**config.mk**
```make
export PLATFORM = sky130hd
export DESIGN_NAME = track_view_multi
export DESIGN_NICKNAME = d
export VERILOG_FILES = /design/src/rtl/track_view_multi.sv
export SDC_FILE = /design/constraint.sdc
export NUM_CORES = 1
export LEC_CHECK = 0
export CAP_MARGIN = 10
export CORE_MARGIN = 2
export CORE_UTILIZATION = 40
export DETAILED_ROUTE_END_ITERATION = 8
export GPL_TIMING_DRIVEN = 0
export PLACE_DENSITY_LB_ADDON = 0.12
export RECOVER_POWER = 100
export REMOVE_ABC_BUFFERS = 1
export SLEW_MARGIN = 25
export SYNTH_ARGS = -nofsm -noshare
export SYNTH_HDL_FRONTEND = slang
export SYNTH_SLANG_ARGS = --single-unit
```
**constraint.sdc**
```tcl
create_clock -name clk_in -period 9.2 [get_ports clk_in]
set_input_delay 2.3 -clock clk_in [delete_from_list [all_inputs] [get_ports clk_in]]
set_output_delay 2.3 -clock clk_in [all_outputs]
set_load 0.02 [all_outputs]
```
**src/rtl/track_view_multi.sv**
```systemverilog
// Tile-map track renderer for NUM_KARTS karts. Camera follows a selected kart,
// world coordinates wrap modulo 2^COORD_W, kart positions are latched once per
// frame at the start of vblank. Four-cycle fixed latency from raster to pixel.

// Per-kart sprite hit test on a single world coordinate pair.
module track_view_kart_hit #(
  parameter int COORD_W   = 11,
  parameter int KART_HALF = 8
) (
  input  logic [COORD_W-1:0] wx_i,
  input  logic [COORD_W-1:0] wy_i,
  input  logic [COORD_W-1:0] kx_i,
  input  logic [COORD_W-1:0] ky_i,
  output logic               hit_o
);
  logic [COORD_W-1:0] dx, dy;

  // Offset by KART_HALF so the sprite box becomes a single unsigned compare;
  // modulo arithmetic makes the box wrap across the world edge for free.
  always_comb begin
    dx    = wx_i - kx_i + COORD_W'(KART_HALF);
    dy    = wy_i - ky_i + COORD_W'(KART_HALF);
    hit_o = (dx < COORD_W'(2*KART_HALF)) && (dy < COORD_W'(2*KART_HALF));
  end
endmodule

module track_view_multi #(
  parameter int NUM_KARTS = 2,
  parameter int COORD_W   = 11,
  parameter int TILE_LOG2 = 5,
  parameter int KART_HALF = 8,
  parameter int H_ACTIVE  = 1280,
  parameter int V_ACTIVE  = 720
) (
  input  logic                                clk_in,
  input  logic                                rst_n_in,
  input  logic [10:0]                         hcount_in,
  input  logic [9:0]                          vcount_in,
  input  logic [2:0]                          cam_sel_in,
  input  logic [NUM_KARTS*COORD_W-1:0]        kart_x_in,
  input  logic [NUM_KARTS*COORD_W-1:0]        kart_y_in,
  output logic [2*(COORD_W-TILE_LOG2)-1:0]    track_addr_out,
  input  logic [1:0]                          track_data_in,
  output logic [11:0]                         pixel_out
);
  localparam int STAGES = 2;

  logic [NUM_KARTS-1:0][COORD_W-1:0] kx_q, ky_q;
  logic [2:0]                        cam_q;
  logic                              latch;
  logic [COORD_W-1:0]                cam_x, cam_y;
  logic [COORD_W-1:0]                wx_d, wy_d, wx1_q, wy1_q;
  logic                              act_d;
  logic [STAGES:0]                   vld_pipe;
  logic [NUM_KARTS-1:0]              hit_c, hit2_q, hit3_q;
  logic                              chk2_q, chk3_q;
  logic [11:0]                       pix_d;

  function automatic logic [11:0] kart_col(input int k);
    case (k)
      0:       return 12'hF00;
      1:       return 12'h00F;
      2:       return 12'h0F0;
      default: return 12'hFF0;
    endcase
  endfunction

  // Start of vblank is always an inactive pixel, so latching here cannot
  // change the camera under an in-flight visible pixel.
  assign latch = (hcount_in == 11'd0) && (vcount_in == 10'(V_ACTIVE));

  // Frame-synchronous copy of kart positions and camera select.
  always_ff @(posedge clk_in or negedge rst_n_in) begin
    if (!rst_n_in) begin
      kx_q  <= '0;
      ky_q  <= '0;
      cam_q <= '0;
    end else if (latch) begin
      kx_q  <= kart_x_in;
      ky_q  <= kart_y_in;
      cam_q <= cam_sel_in;
    end
  end

  // Camera kart; out-of-range selects fall back to kart 0.
  always_comb begin
    cam_x = kx_q[0];
    cam_y = ky_q[0];
    for (int k = 1; k < NUM_KARTS; k++)
      if (int'(cam_q) == k) begin
        cam_x = kx_q[k];
        cam_y = ky_q[k];
      end
  end

  // Raster to world mapping, truncated so the world wraps.
  always_comb begin
    wx_d  = cam_x - COORD_W'(H_ACTIVE/2) + COORD_W'(hcount_in);
    wy_d  = cam_y - COORD_W'(V_ACTIVE/2) + COORD_W'(vcount_in);
    act_d = (hcount_in < 11'(H_ACTIVE)) && (vcount_in < 10'(V_ACTIVE));
  end

  genvar g;
  generate
    for (g = 0; g < NUM_KARTS; g++) begin : g_kart
      track_view_kart_hit #(.COORD_W(COORD_W), .KART_HALF(KART_HALF)) u_hit (
        .wx_i  (wx1_q),
        .wy_i  (wy1_q),
        .kx_i  (kx_q[g]),
        .ky_i  (ky_q[g]),
        .hit_o (hit_c[g])
      );
    end
  endgenerate

  // Pipeline: stage 1 address/world coords, stage 2 hit test, stage 3 wait
  // for the 2-cycle track RAM.
  always_ff @(posedge clk_in or negedge rst_n_in) begin
    if (!rst_n_in) begin
      vld_pipe       <= '0;
      wx1_q          <= '0;
      wy1_q          <= '0;
      track_addr_out <= '0;
      hit2_q         <= '0;
      chk2_q         <= 1'b0;
      hit3_q         <= '0;
      chk3_q         <= 1'b0;
    end else begin
      vld_pipe       <= {vld_pipe[STAGES-1:0], act_d};
      wx1_q          <= wx_d;
      wy1_q          <= wy_d;
      track_addr_out <= {wy_d[COORD_W-1:TILE_LOG2], wx_d[COORD_W-1:TILE_LOG2]};
      hit2_q         <= hit_c;
      chk2_q         <= wx1_q[2] ^ wy1_q[2];
      hit3_q         <= hit2_q;
      chk3_q         <= chk2_q;
    end
  end

  // Colour select: tile first, karts overwrite from highest index down so the
  // lowest-index kart ends up on top.
  always_comb begin
    pix_d = 12'h000;
    if (vld_pipe[STAGES]) begin
      case (track_data_in)
        2'd0:    pix_d = 12'h0A0;
        2'd1:    pix_d = 12'h888;
        2'd2:    pix_d = 12'hA52;
        default: pix_d = chk3_q ? 12'hFFF : 12'h000;
      endcase
      for (int k = NUM_KARTS-1; k >= 0; k--)
        if (hit3_q[k]) pix_d = kart_col(k);
    end
  end

  // Output pixel register.
  always_ff @(posedge clk_in or negedge rst_n_in) begin
    if (!rst_n_in) pixel_out <= 12'h000;
    else           pixel_out <= pix_d;
  end
endmodule

```
**Yosys cells after proc, flatten, opt, wreduce, memory -nomap -nowiden**

Index checks and enable logic that the tools add are counted.

- Register bits after elaboration: 102
- Output and inout bits: 24
- Word-level logic and storage cells: 50

- Add/sub/neg operators: 12
- Order comparisons: 6
- Equality and inequality tests: 4
- Mux-type cells: 7
- Bitwise logic cells: 1
- Reduce and logical (&&, ||, !) cells: 6

Operators by type and width:

| operator | number |
|---|---|
| $mux W12 | 4 |
| $add A11 B4 Y11 const B | 4 |
| $lt A11 B5 Y1 const B | 4 |
| $sub A11 B11 Y11 | 4 |
| $pmux W12 S3 | 1 |
| $mux W11 | 2 |
| $add A11 B10 Y11 | 1 |
| $add A11 B11 Y11 | 1 |
| $logic_not A11 Y1 | 1 |
| $lt A11 B11 Y1 const B | 1 |
| $sub A11 B10 Y11 const B | 1 |
| $sub A11 B9 Y11 const B | 1 |
| $eq A10 B10 Y1 const B | 1 |
| $lt A10 B10 Y1 const B | 1 |
| $logic_and A1 B1 Y1 | 4 |
| $eq A3 B2 Y1 const B | 1 |
| $eq A2 B1 Y1 const B | 1 |
| $eq A2 B2 Y1 const B | 1 |
| $logic_not A2 Y1 | 1 |
| $xor A1 B1 Y1 | 1 |

**Logic depth before layout (Yosys ltp)**

Gate-level depths: netlist of the first run.

- Word-level depth: 5
- Mapped depth: 16
- Depth with buffers taken out: 14

**By module**

Synthesis of the first run repeated with hierarchy kept, for this count alone.

- Cell total of the unflattened synthesis: 638
- Area total of the unflattened synthesis: 6705.2 µm²

Modules (own cells, without submodules):

| module | instances | cells an instance | area an instance (µm²) | seq. area each (µm²) |
|---|---|---|---|---|
| track_view_multi | 1 | 367 | 4648.2 | 2177.1 |
| track_view_kart_hit (g_kart[1].u_hit) | 1 | 142 | 1058.5 | 0.0 |
| track_view_kart_hit (g_kart[0].u_hit) | 1 | 129 | 998.5 | 0.0 |

**Least setup slack after synthesis of the first run**

Ideal clock, no wire load.

- Path kind: input port to flip-flop
- Start: input hcount_in[2]
- End: register track_addr_out[5]
- Library setup time: 0.133 ns
- Arrival: 4.241 ns
- Path slack: 4.826 ns
- Stages: 9
- Path buffers: 0
- Path through: ha_1 -> ha_1 -> a21o_1 -> a21oi_1 -> nor2b_1 -> o21a_1 -> o41ai_1 -> mux2i_1 -> nand4_1

- Longest elaborated chain between the ends: 1

RTL lines:

| item | RTL line | text |
|---|---|---|
| start, declared | 37 | `input logic [10:0] hcount_in,` |
| $add A11 B11 Y11 | 98 | `wx_d = cam_x - COORD_W'(H_ACTIVE/2) + COORD_W'(hcount_in);` |
| via wx_d[10] | 52 | `logic [COORD_W-1:0] wx_d, wy_d, wx1_q, wy1_q;` |
| end signal, assigned | 132 | `track_addr_out <= {wy_d[COORD_W-1:TILE_LOG2], wx_d[COORD_W-1:TILE_LOG2]};` |
| end, declared | 42 | `output logic [2*(COORD_W-TILE_LOG2)-1:0] track_addr_out,` |

The timed path passes the listed nets, and every way through them passes these cells.
A chain may end at the register's enable or synchronous reset.

**Final worst setup path of the first run**

- Start: input vcount_in[1]
- End: register ky_q[11] (netlist bit)

- Longest elaborated chain between the ends: 2

RTL lines:

| item | RTL line | text |
|---|---|---|
| start, declared | 38 | `input logic [9:0] vcount_in,` |
| $eq A10 B10 Y1 | 70 | `assign latch = (hcount_in == 11'd0) && (vcount_in == 10'(V_ACTIVE));` |
| $logic_and A1 B1 Y1 | 70 |  |
| end signal, assigned | 80 | `ky_q <= kart_y_in;` |
| end, declared | 48 | `logic [NUM_KARTS-1:0][COORD_W-1:0] kx_q, ky_q;` |

Every way passes these cells.

==> qor.csv, run 1 <==
metric;value;unit
status;completed;
worst hold path depth;0;
total power;1.05;mW
main area contributors after synthesis;dfrtp_1 (35%), ha_1 (22%), o21ai_0 (4.4%);
DR DRC count;0;
LEAKAGE;3.74;nW
initial antenna violation count;0;
clk_lat worst skew;350;ps
CP max FO;18;
post-layout instance area;7570;um^2
final core utilization;0.500;
synthesized cell area;6200;um^2
R2R depth;12;
die width;128;um
commonest cells after routing, fill and taps aside;ha_1 (110), dfrtp_1 (87), inv_1 (72);
total CTS buffers;9;
Hold Buf Count CTS;0;
post_cts resized;0;
TNS Setup;0;ps
Least-Margin Pin Slew;1250;ps
final wirelength;13200;um
crit path capture type;register;
Ant. Diodes;0;
Layout Cells excl Fill;934;
clock root cell;clkbuf_16;
FF+latch count, synth;87;
asr flop ratio synth;1.00;
dominant cell type by area after synthesis;dfrtp_1;
final setup vio count;0;
IO Port Bufs;95;
Min-Delay Path Class;reg -> reg;
RSZ-0062 raised after global routing;false;
fmax;146;MHz
Cell Pwr Density;139;nW/um^2
Final Skew;9.72;ps
sequential-to-total area share from yosys stat;0.351;
Placed Instances;918;
Post-Route Hold Slack;349;ps
via count;4674;
Placeable Area;15100;um^2
slew margin rel.;0.161;
Worst Path Required;9430;ps
starting DRC count in detailed routing;133;
top-level I/O count;96;
Crit path arrival time;7100;ps
WL/cell;14.1;um
VDD IR-drop max;0.104;mV
first-pass GRT wire length;22200;um
pin count of the biggest net entering global routing;75;
crit share post-route;0.747;
Layout Nets;925;
Yosys top cell area share;0.351;
most common cell after layout, fill and taps aside;ha_1;
Avg Cell Area, Syn;9.49;um^2
CP Class;in -> reg;
pre-CTS setup slack;3400;ps
clk sink count;87;
Final Hold Fails;0;
GRT Util Overall;0.172;
cell row count;45;
post-DP HPWL;10800;um
Post-Synthesis Cells;653;
Main synth FF type;dfrtp_1;
area delta synth->final;22.1;%
die span in y;128;um
DRT antenna net count;0;
Post-synth EDFFs;0;
DR vias/cell;5.00;
H-tree Lvls;3;
clock-pin slew on the worst setup and hold paths;60;ps
dpl cell area;7300;um^2
Slew Viols, Final;0;
First-pass DRT Iterations;4;
Longest Clk Path Bufs;2;
final worst slack;2330;ps
maxcap violations;0;
CTS tree;done;
die area;16500;um^2
Setup Buffers After CTS;0;
yosys synthesis warning count;0;
final RePlAce weighted congestion;0.826;
vias in the first global route;4741;
Period minus WS final;6870;ps
Synth cell types;47;
Startpoint Class;primary input;
GRT overflow;0;
Initial Utilization;0.409;
layout cell share with drive strength beyond 1;0.0603;
[path summary, 6_finish.rpt]
| kind | from | to | slack (ps) |
|---|---|---|---|
| max | vcount_in[1] | ky_q[11]$_DFFE_PN0P_ | 2330 |
| min in group asynchronous | rst_n_in | track_addr_out[11]$_DFF_PN0_ | 2040 |
| max reg2reg | cam_q[1]$_DFFE_PN0P_ | track_addr_out[11]$_DFF_PN0_ | 5340 |
| min reg2reg | hit2_q[1]$_DFF_PN0_ | hit3_q[1]$_DFF_PN0_ | 350 |
| max in group asynchronous | rst_n_in | wy1_q[0]$_DFF_PN0_ | 6280 |
| min | hit2_q[1]$_DFF_PN0_ | hit3_q[1]$_DFF_PN0_ | 350 |
[synth_stat cells, drive strengths merged (2+ instances only)]
cell type,instances
ha,110
dfrtp,87
inv,72
nand2,58
o21ai,56
nor2,32
a21oi,30
xnor2,22
buf,20
nor3,19
mux2,18
xor2,13
nor4,10
mux2i,9
nand3,9
and3,8
nand2b,8
a21o,7
clkbuf,7
nand4,7
nor2b,5
or2,5
a31oi,4
o21a,4
a31o,3
o21bai,3
o41ai,3
or3,3
a311o,2
a311oi,2
and2,2
fa,2
nand3b,2
nor3b,2
[cells by family after synthesis]
group,after synthesis,synth area share
and+or+nand+nor,172,0.136
AOI/OAI and AO/OA,121,0.115
adders and majority gates,112,0.229
buffers and inverters,99,0.0731
DFF,87,0.351
xor gates and xnor gates,35,0.0495
muxes,27,0.0473
[area by class of cell]
| class | instances | area (um^2) |
|---|---|---|
| Clock buffer | 14 | 274 |
| Clock inverter | 2 | 37.5 |
| Fill cell | 1420 | 7580 |
| Inverter | 72 | 270 |
| Multi-Input combinational cell | 467 | 3560 |
| Sequential cell | 87 | 2180 |
| Tap cell | 188 | 235 |
| Timing Repair Buffer | 104 | 1020 |
[critical path, stage by stage]
cell	delay (ps)
dlygate4sd3_1	560
or4_1	560
nor4_1	460
nand3_1	200
nor4_1	1030
clkbuf_1	500
clkbuf_1	530
clkbuf_1	540
mux2_2	400
[state kept, by name (all words and copies together), names as in the netlist]
name            count
track_addr_out      2
ky_q               22
hit2_q              2
chk3_q              1
wy1_q              10
wx1_q              10
kx_q               22
pixel_out           9
chk2_q              1
cam_q               3
hit3_q              2
vld_pipe            3
[where the power goes]
| part | internal [mW] | switching, mW | leakage (nW) |
|---|---|---|---|
| Sequential | 0.402 | 0.0153 | 0.982 |
| Clock | 0.233 | 0.149 | 0.149 |
| Combinational | 0.121 | 0.128 | 2.61 |
[routing by layer]
metal / up-vias / part of all wire / track usage
li1: 2429 / - / -
met1: 2143 / 0.46 / 0.214
met2: 80 / 0.48 / 0.295
met3: 22 / 0.038 / 0.0362
met4: 0 / 0.024 / 0.0666
met5: - / 0 / 0
Power figures use the tool's default switching activity.
==> inputs of run 2 (changes only) <==
==> constraint.sdc (replaced) <==
create_clock -name clk_in -period 6.81 [get_ports clk_in]
set_input_delay 1.7025 -clock clk_in [delete_from_list [all_inputs] [get_ports clk_in]]
set_output_delay 1.7025 -clock clk_in [all_outputs]
set_load 0.02 [all_outputs]
==> run 2 against run 1 <==
Core utilization grew 0.12 points. Register-to-register slack lost 2400 ps. Cell count is the same. Cell area increased by 0.25%. Count of clock-buffer cells in the layout did not move. Critical path depth shrank 1. Combinational power is 35% higher. Sequential cell count unchanged. First-iteration DRC count is 3.0% higher. Clock power increased by 35%.
==> qor.csv, run 2 (synthesis results as in run 1) <==
metric;value;unit;change
Critical Path, Cell by Cell;dlygate4sd3_1 > or4_1 > nor4_1 > nand3_1 > nor4_1 > clkbuf_1 > buf_4 > mux2_2;;was dlygate4sd3_1 > or4_1 > nor4_1 > nand3_1 > nor4_1 > clkbuf_1 > clkbuf_1 > clkbuf_1 > mux2_2
Placeable Area;15100;um^2;unchanged
pin count of the biggest net entering global routing;75;;unchanged
DR DRC count;0;;unchanged
initial antenna violation count;0;;unchanged
top-level I/O count;96;;unchanged
clk_lat worst skew;350;ps;about the same
post-layout instance area;7590;um^2;was 7570 um^2
Period minus WS final;5600;ps;
Switch Pwr;395;uW;was 293 uW
crit path capture type;register;;unchanged
Longest Clk Path Bufs;2;;unchanged
commonest cells after routing, fill and taps aside;ha_1 (110), dfrtp_1 (87), inv_1 (72);;unchanged
R2R depth;12;;unchanged
Max stage delay on crit path;1110;ps;was 1030 ps
worst hold path depth;0;;unchanged
vias in the first global route;4741;;unchanged
first-pass GRT wire length;22200;um;unchanged
H-tree Lvls;3;;unchanged
Comb pwr share;0.238;;was 0.237
slew margin rel.;0.0905;;was 0.161
Layout Cells excl Fill;934;;unchanged
Least-Margin Pin Slew;1350;ps;was 1250 ps
post-DP HPWL;10800;um;unchanged
Worst Path Required;7050;ps;was 9430 ps
crit share post-route;0.822;;
fmax;179;MHz;
area delta synth->final;22.4;%;was 22.1%
Min-Delay Path Class;reg -> reg;;unchanged
layout cell share with drive strength beyond 1;0.0657;;was 0.0603
Slew Viols, Final;0;;unchanged
clock root cell;clkbuf_16;;unchanged
clock network fraction of design power;0.364;;was 0.365
IO Port Bufs;95;;unchanged
starting DRC count in detailed routing;137;;was 133
Setup Buffers After CTS;0;;unchanged
Buf+Inv Stages, Crit Path;3;;was 4
RSZ-0062 raised after global routing;false;;unchanged
CP max-delay cell;nor4_1;;unchanged
Filler Cells Inserted;1415;;was 1420
final worst slack;1210;ps;was 2330 ps
CP delay by family, top;simple AND/OR/NAND/NOR gates;;unchanged
CTS tree;done;;unchanged
Placed Instances;918;;unchanged
CP Class;in -> reg;;unchanged
LEAKAGE;3.76;nW;was 3.74 nW
WL/cell;14.1;um;about the same
Initial Utilization;0.409;;unchanged
Cell Pwr Density;187;nW/um^2;was 139 nW/um^2
CP max FO;16;;was 18
Ant. Diodes;0;;unchanged
VDD IR-drop max;0.140;mV;was 0.104 mV
die span in y;128;um;unchanged
Flop pwr share;0.398;;about the same
biggest regs;kx_q (22), ky_q (22);;unchanged
via count;4665;;was 4674
number of cells on the critical path;8;;was 9
most common cell after layout, fill and taps aside;ha_1;;unchanged
GRT Util Overall;0.172;;unchanged
First-pass DRT Iterations;4;;unchanged
total CTS buffers;9;;unchanged
die width;128;um;unchanged
clk sink count;87;;unchanged
Hold Buf Count CTS;0;;unchanged
cell row count;45;;unchanged
Crit path arrival time;5830;ps;was 7100 ps
final setup vio count;0;;unchanged
final wirelength;13200;um;about the same
final RePlAce weighted congestion;0.826;;unchanged
clock-pin slew on the worst setup and hold paths;60;ps;about the same
GRT overflow;0;;unchanged
pre-CTS setup slack;1600;ps;was 3400 ps
DRT antenna net count;0;;unchanged
Startpoint Class;primary input;;unchanged
total internal power;1.02;mW;was 756 uW
post_cts resized;0;;unchanged
status;completed;;unchanged
die area;16500;um^2;unchanged
maxcap violations;0;;unchanged
dpl cell area;7300;um^2;unchanged
Post-Route Hold Slack;349;ps;unchanged
DR vias/cell;4.99;;was 5.00
Final Skew;9.74;ps;was 9.72 ps
Layout Nets;925;;unchanged
Sw Share;0.279;;about the same
CP dominant cell by count;nor4_1;;was clkbuf_1
Final Hold Fails;0;;unchanged
-- run 2: cell count changes in the layout (fill, tap and decap cells not counted) --
cell,change
clkbuf_1,-4
buf_4,+3
buf_6,+1
-- run 2: power by group through the flow --
stage / sequential [mW] / combinational, mW / clock [mW]
2_1_floorplan: 0.589 / 0.187 / 0
3_3_place_gp: 0.574 / 0.336 / 0
3_5_place_dp: 0.575 / 0.346 / 0
4_1_cts: 0.565 / 0.349 / 0.534
5_1_grt: 0.567 / 0.380 / 0.557
6_report: 0.564 / 0.336 / 0.516
-- run 2: metrics by stage --
step	utilization	setup TNS, ps	power, mW
final	0.501	0	1.42
after global routing	0.501	0	1.50
after CTS	0.503	0	1.45
after detailed placement	0.482	0	0.921
after global placement	0.475	-876	0.910
after floorplan	-	0	0.777
-- run 2: metal layers --
layer / part of all wire / up-vias / global-route usage
li1: - / 2429 / -
met1: 0.46 / 2137 / 0.214
met4: 0.024 / 0 / 0.0666
met2: 0.48 / 77 / 0.295
met5: 0 / - / 0
met3: 0.037 / 22 / 0.0362
-- run 2: layout make-up --
class                           count  area [um^2]  share of cell area
Multi-Input combinational cell    467         3560               0.469
Sequential cell                    87         2180               0.287
Timing Repair Buffer              104         1040               0.137
Clock buffer                       14          274              0.0361
Inverter                           72          270              0.0356
Tap cell                          188          235              0.0310
Clock inverter                      2         37.5             0.00495
-- run 2: worst paths after layout --
check	slack [ps]	to	start
hold / removal	350	hit3_q[1]$_DFF_PN0_	hit2_q[1]$_DFF_PN0_
min in group asynchronous	1440	track_addr_out[11]$_DFF_PN0_	rst_n_in
setup reg to reg	2950	track_addr_out[11]$_DFF_PN0_	cam_q[1]$_DFFE_PN0P_
setup / recovery	1210	ky_q[3]$_DFFE_PN0P_	vcount_in[1]
hold reg to reg	350	hit3_q[1]$_DFF_PN0_	hit2_q[1]$_DFF_PN0_
max in group asynchronous	4490	wy1_q[0]$_DFF_PN0_	rst_n_in
==> inputs of run 3 (changes only) <==
==> constraint.sdc (replaced) <==
create_clock -name clk_in -period 5.6 [get_ports clk_in]
set_input_delay 1.4 -clock clk_in [delete_from_list [all_inputs] [get_ports clk_in]]
set_output_delay 1.4 -clock clk_in [all_outputs]
set_load 0.02 [all_outputs]
==> run 3 against run 2 <==
The run now ends with capacitance limit, slew limit left. Non-clock buffer count unchanged. First-iteration DRC count increased by 21%. Hold slack about the same. Setup slack got worse by 400 ps. Clock power increased by 22%. Highest routed layer unchanged. Combinational power increased by 21%. Cell count unchanged. Register-to-register slack got worse by 1800 ps. Sequential cell count unchanged. Core utilization decreased by 0.16 points. Critical path depth increased by 1.
==> qor.csv, run 3 (synthesis results as in run 1) <==
metric;value;unit;change
status;complete, but fails checks;;was completed
failing checks;capacitance limit, slew limit;;
worst r2r src;cam_q[1]$_DFFE_PN0P_;;unchanged
top-level I/O count;96;;unchanged
die span in y;128;um;unchanged
final RePlAce weighted congestion;0.826;;unchanged
layout cell share with drive strength beyond 1;0.0630;;was 0.0657
H-tree Lvls;3;;unchanged
die width;128;um;unchanged
Max stage delay on crit path;600;ps;was 1110 ps
Cell Pwr Density;227;nW/um^2;was 187 nW/um^2
worst hold path startpoint;hit2_q[1]$_DFF_PN0_;;unchanged
vias in the first global route;4741;;unchanged
Worst Path Required;5830;ps;was 7050 ps
maxcap violations;1;;was 0
Filler Cells Inserted;1420;;was 1415
Min-Delay Path Class;reg -> reg;;unchanged
final setup vio count;0;;unchanged
pin count of the biggest net entering global routing;75;;unchanged
Post-Route Hold Slack;349;ps;about the same
via count;4677;;was 4665
Crit path arrival time;5020;ps;was 5830 ps
Final Hold Fails;0;;unchanged
total CTS buffers;9;;unchanged
LEAKAGE;3.74;nW;was 3.76 nW
cell row count;45;;unchanged
Layout Nets;925;;unchanged
Critical Path, Cell by Cell;dlygate4sd3_1 > or4_1 > nor4_1 > nand3_1 > nor4_4 > clkbuf_1 > buf_4 > buf_4 > mux2_2;;was dlygate4sd3_1 > or4_1 > nor4_1 > nand3_1 > nor4_1 > clkbuf_1 > buf_4 > mux2_2
worst setup path start;vcount_in[5];;was vcount_in[1]
CTS tree;done;;unchanged
DR DRC count;0;;unchanged
die area;16500;um^2;unchanged
Initial Utilization;0.409;;unchanged
crit share post-route;0.855;;
RSZ-0062 raised after global routing;false;;unchanged
Hold Buf Count CTS;0;;unchanged
first-pass GRT wire length;22200;um;unchanged
VDD IR-drop max;0.171;mV;was 0.140 mV
Slew Viols, Final;75;;was 0
final wirelength;13200;um;about the same
CP dominant cell by count;buf_4;;was nor4_1
WL/cell;14.1;um;about the same
Least-Margin Pin Slew;1840;ps;was 1350 ps
initial antenna violation count;0;;unchanged
clk sink count;87;;unchanged
First-pass DRT Iterations;4;;unchanged
CP max FO;18;;was 16
starting DRC count in detailed routing;166;;was 137
fmax;209;MHz;
DR vias/cell;5.01;;was 4.99
clock-pin slew on the worst setup and hold paths;60;ps;about the same
CP max-delay cell;dlygate4sd3_1;;was nor4_1
Setup Buffers After CTS;0;;unchanged
slew margin rel.;-0.230;;was 0.0905
Placeable Area;15100;um^2;unchanged
clk_lat worst skew;350;ps;about the same
commonest cells after routing, fill and taps aside;ha_1 (110), dfrtp_1 (87), inv_1 (72);;unchanged
Ant. Diodes;0;;unchanged
IO Port Bufs;95;;unchanged
crit path capture type;register;;unchanged
GRT Util Overall;0.172;;unchanged
GRT overflow;0;;unchanged
area delta synth->final;22.1;%;was 22.4%
post_cts resized;0;;unchanged
DRT antenna net count;0;;unchanged
Period minus WS final;4790;ps;
total power;1.72;mW;was 1.42 mW
Buf+Inv Stages, Crit Path;4;;was 3
clock root cell;clkbuf_16;;unchanged
post-DP HPWL;10800;um;unchanged
Final Skew;10.0;ps;was 9.74 ps
most common cell after layout, fill and taps aside;ha_1;;unchanged
Startpoint Class;primary input;;unchanged
CP Class;in -> reg;;unchanged
Longest Clk Path Bufs;2;;unchanged
biggest regs;kx_q (22), ky_q (22);;unchanged
CP delay by family, top;simple AND/OR/NAND/NOR gates;;unchanged
==> run 3: cell types whose count changed in the layout (fill, tap and decap cells not counted), sizes merged <==
cell           change
buf                -3
clkbuf             +3
dlygate4sd3        -5
clkdlybuf4s50      +5
==> run 3: path summary, 6_finish.rpt <==
check	cells after the start	slack, ps	to
setup / recovery	9	810	ky_q[11]$_DFFE_PN0P_
hold / removal	0	350	hit3_q[1]$_DFF_PN0_
setup reg to reg	12	1120	track_addr_out[5]$_DFF_PN0_
hold reg to reg	0	350	hit3_q[1]$_DFF_PN0_
max in group asynchronous	2	2240	wy1_q[1]$_DFF_PN0_
min in group asynchronous	1	1080	track_addr_out[11]$_DFF_PN0_
==> run 3: layout make-up <==
cell class                      count  area (um^2)  area share
Clock buffer                       14          274      0.0362
Clock inverter                      2         37.5     0.00496
Inverter                           72          270      0.0357
Multi-Input combinational cell    467         3570       0.472
Sequential cell                    87         2180       0.288
Tap cell                          188          235      0.0311
Timing Repair Buffer              104         1000       0.133
==> run 3: routing by layer <==
layer,GRT usage,vias to the layer above,wire length (um)
li1,-,2429,-
met1,0.214,2148,5960
met2,0.295,78,6420
met3,0.0362,22,483
met4,0.0666,0,318
met5,0,-,0
==> run 3: stage by stage <==
| step | cell area (um^2) | worst slack (ps) | TNS [ps] | utilization | cells |
|---|---|---|---|---|---|
| global route | 7560 | 579 | 0 | 0.499 | 934 |
| finish | 7560 | 813 | 0 | 0.499 | 934 |
| CTS | 7620 | 1070 | 0 | 0.503 | 934 |
| global placement | 7200 | -1420 | -66020 | 0.475 | 909 |
| detailed placement | 7300 | 697 | 0 | 0.482 | 918 |
| floorplan | 6010 | 703 | 0 | - | 626 |
==> run 3: worst reg2reg max path, delay by kind of cell (launching register included) <==
| family | cells | cell delay [ps] |
|---|---|---|
| buf+inv | 1 | 480 |
| fa+ha+maj | 2 | 660 |
| simple gates | 3 | 1210 |
| compound gates | 5 | 1400 |
| flops | 1 | 380 |
| mux | 1 | 250 |
==> run 3: power breakdown <==
part	leakage [nW]	switching (mW)	total [mW]	internal, mW
Clock	0.149	0.244	0.627	0.383
Sequential	0.982	0.0250	0.685	0.660
Combinational	2.61	0.210	0.408	0.198
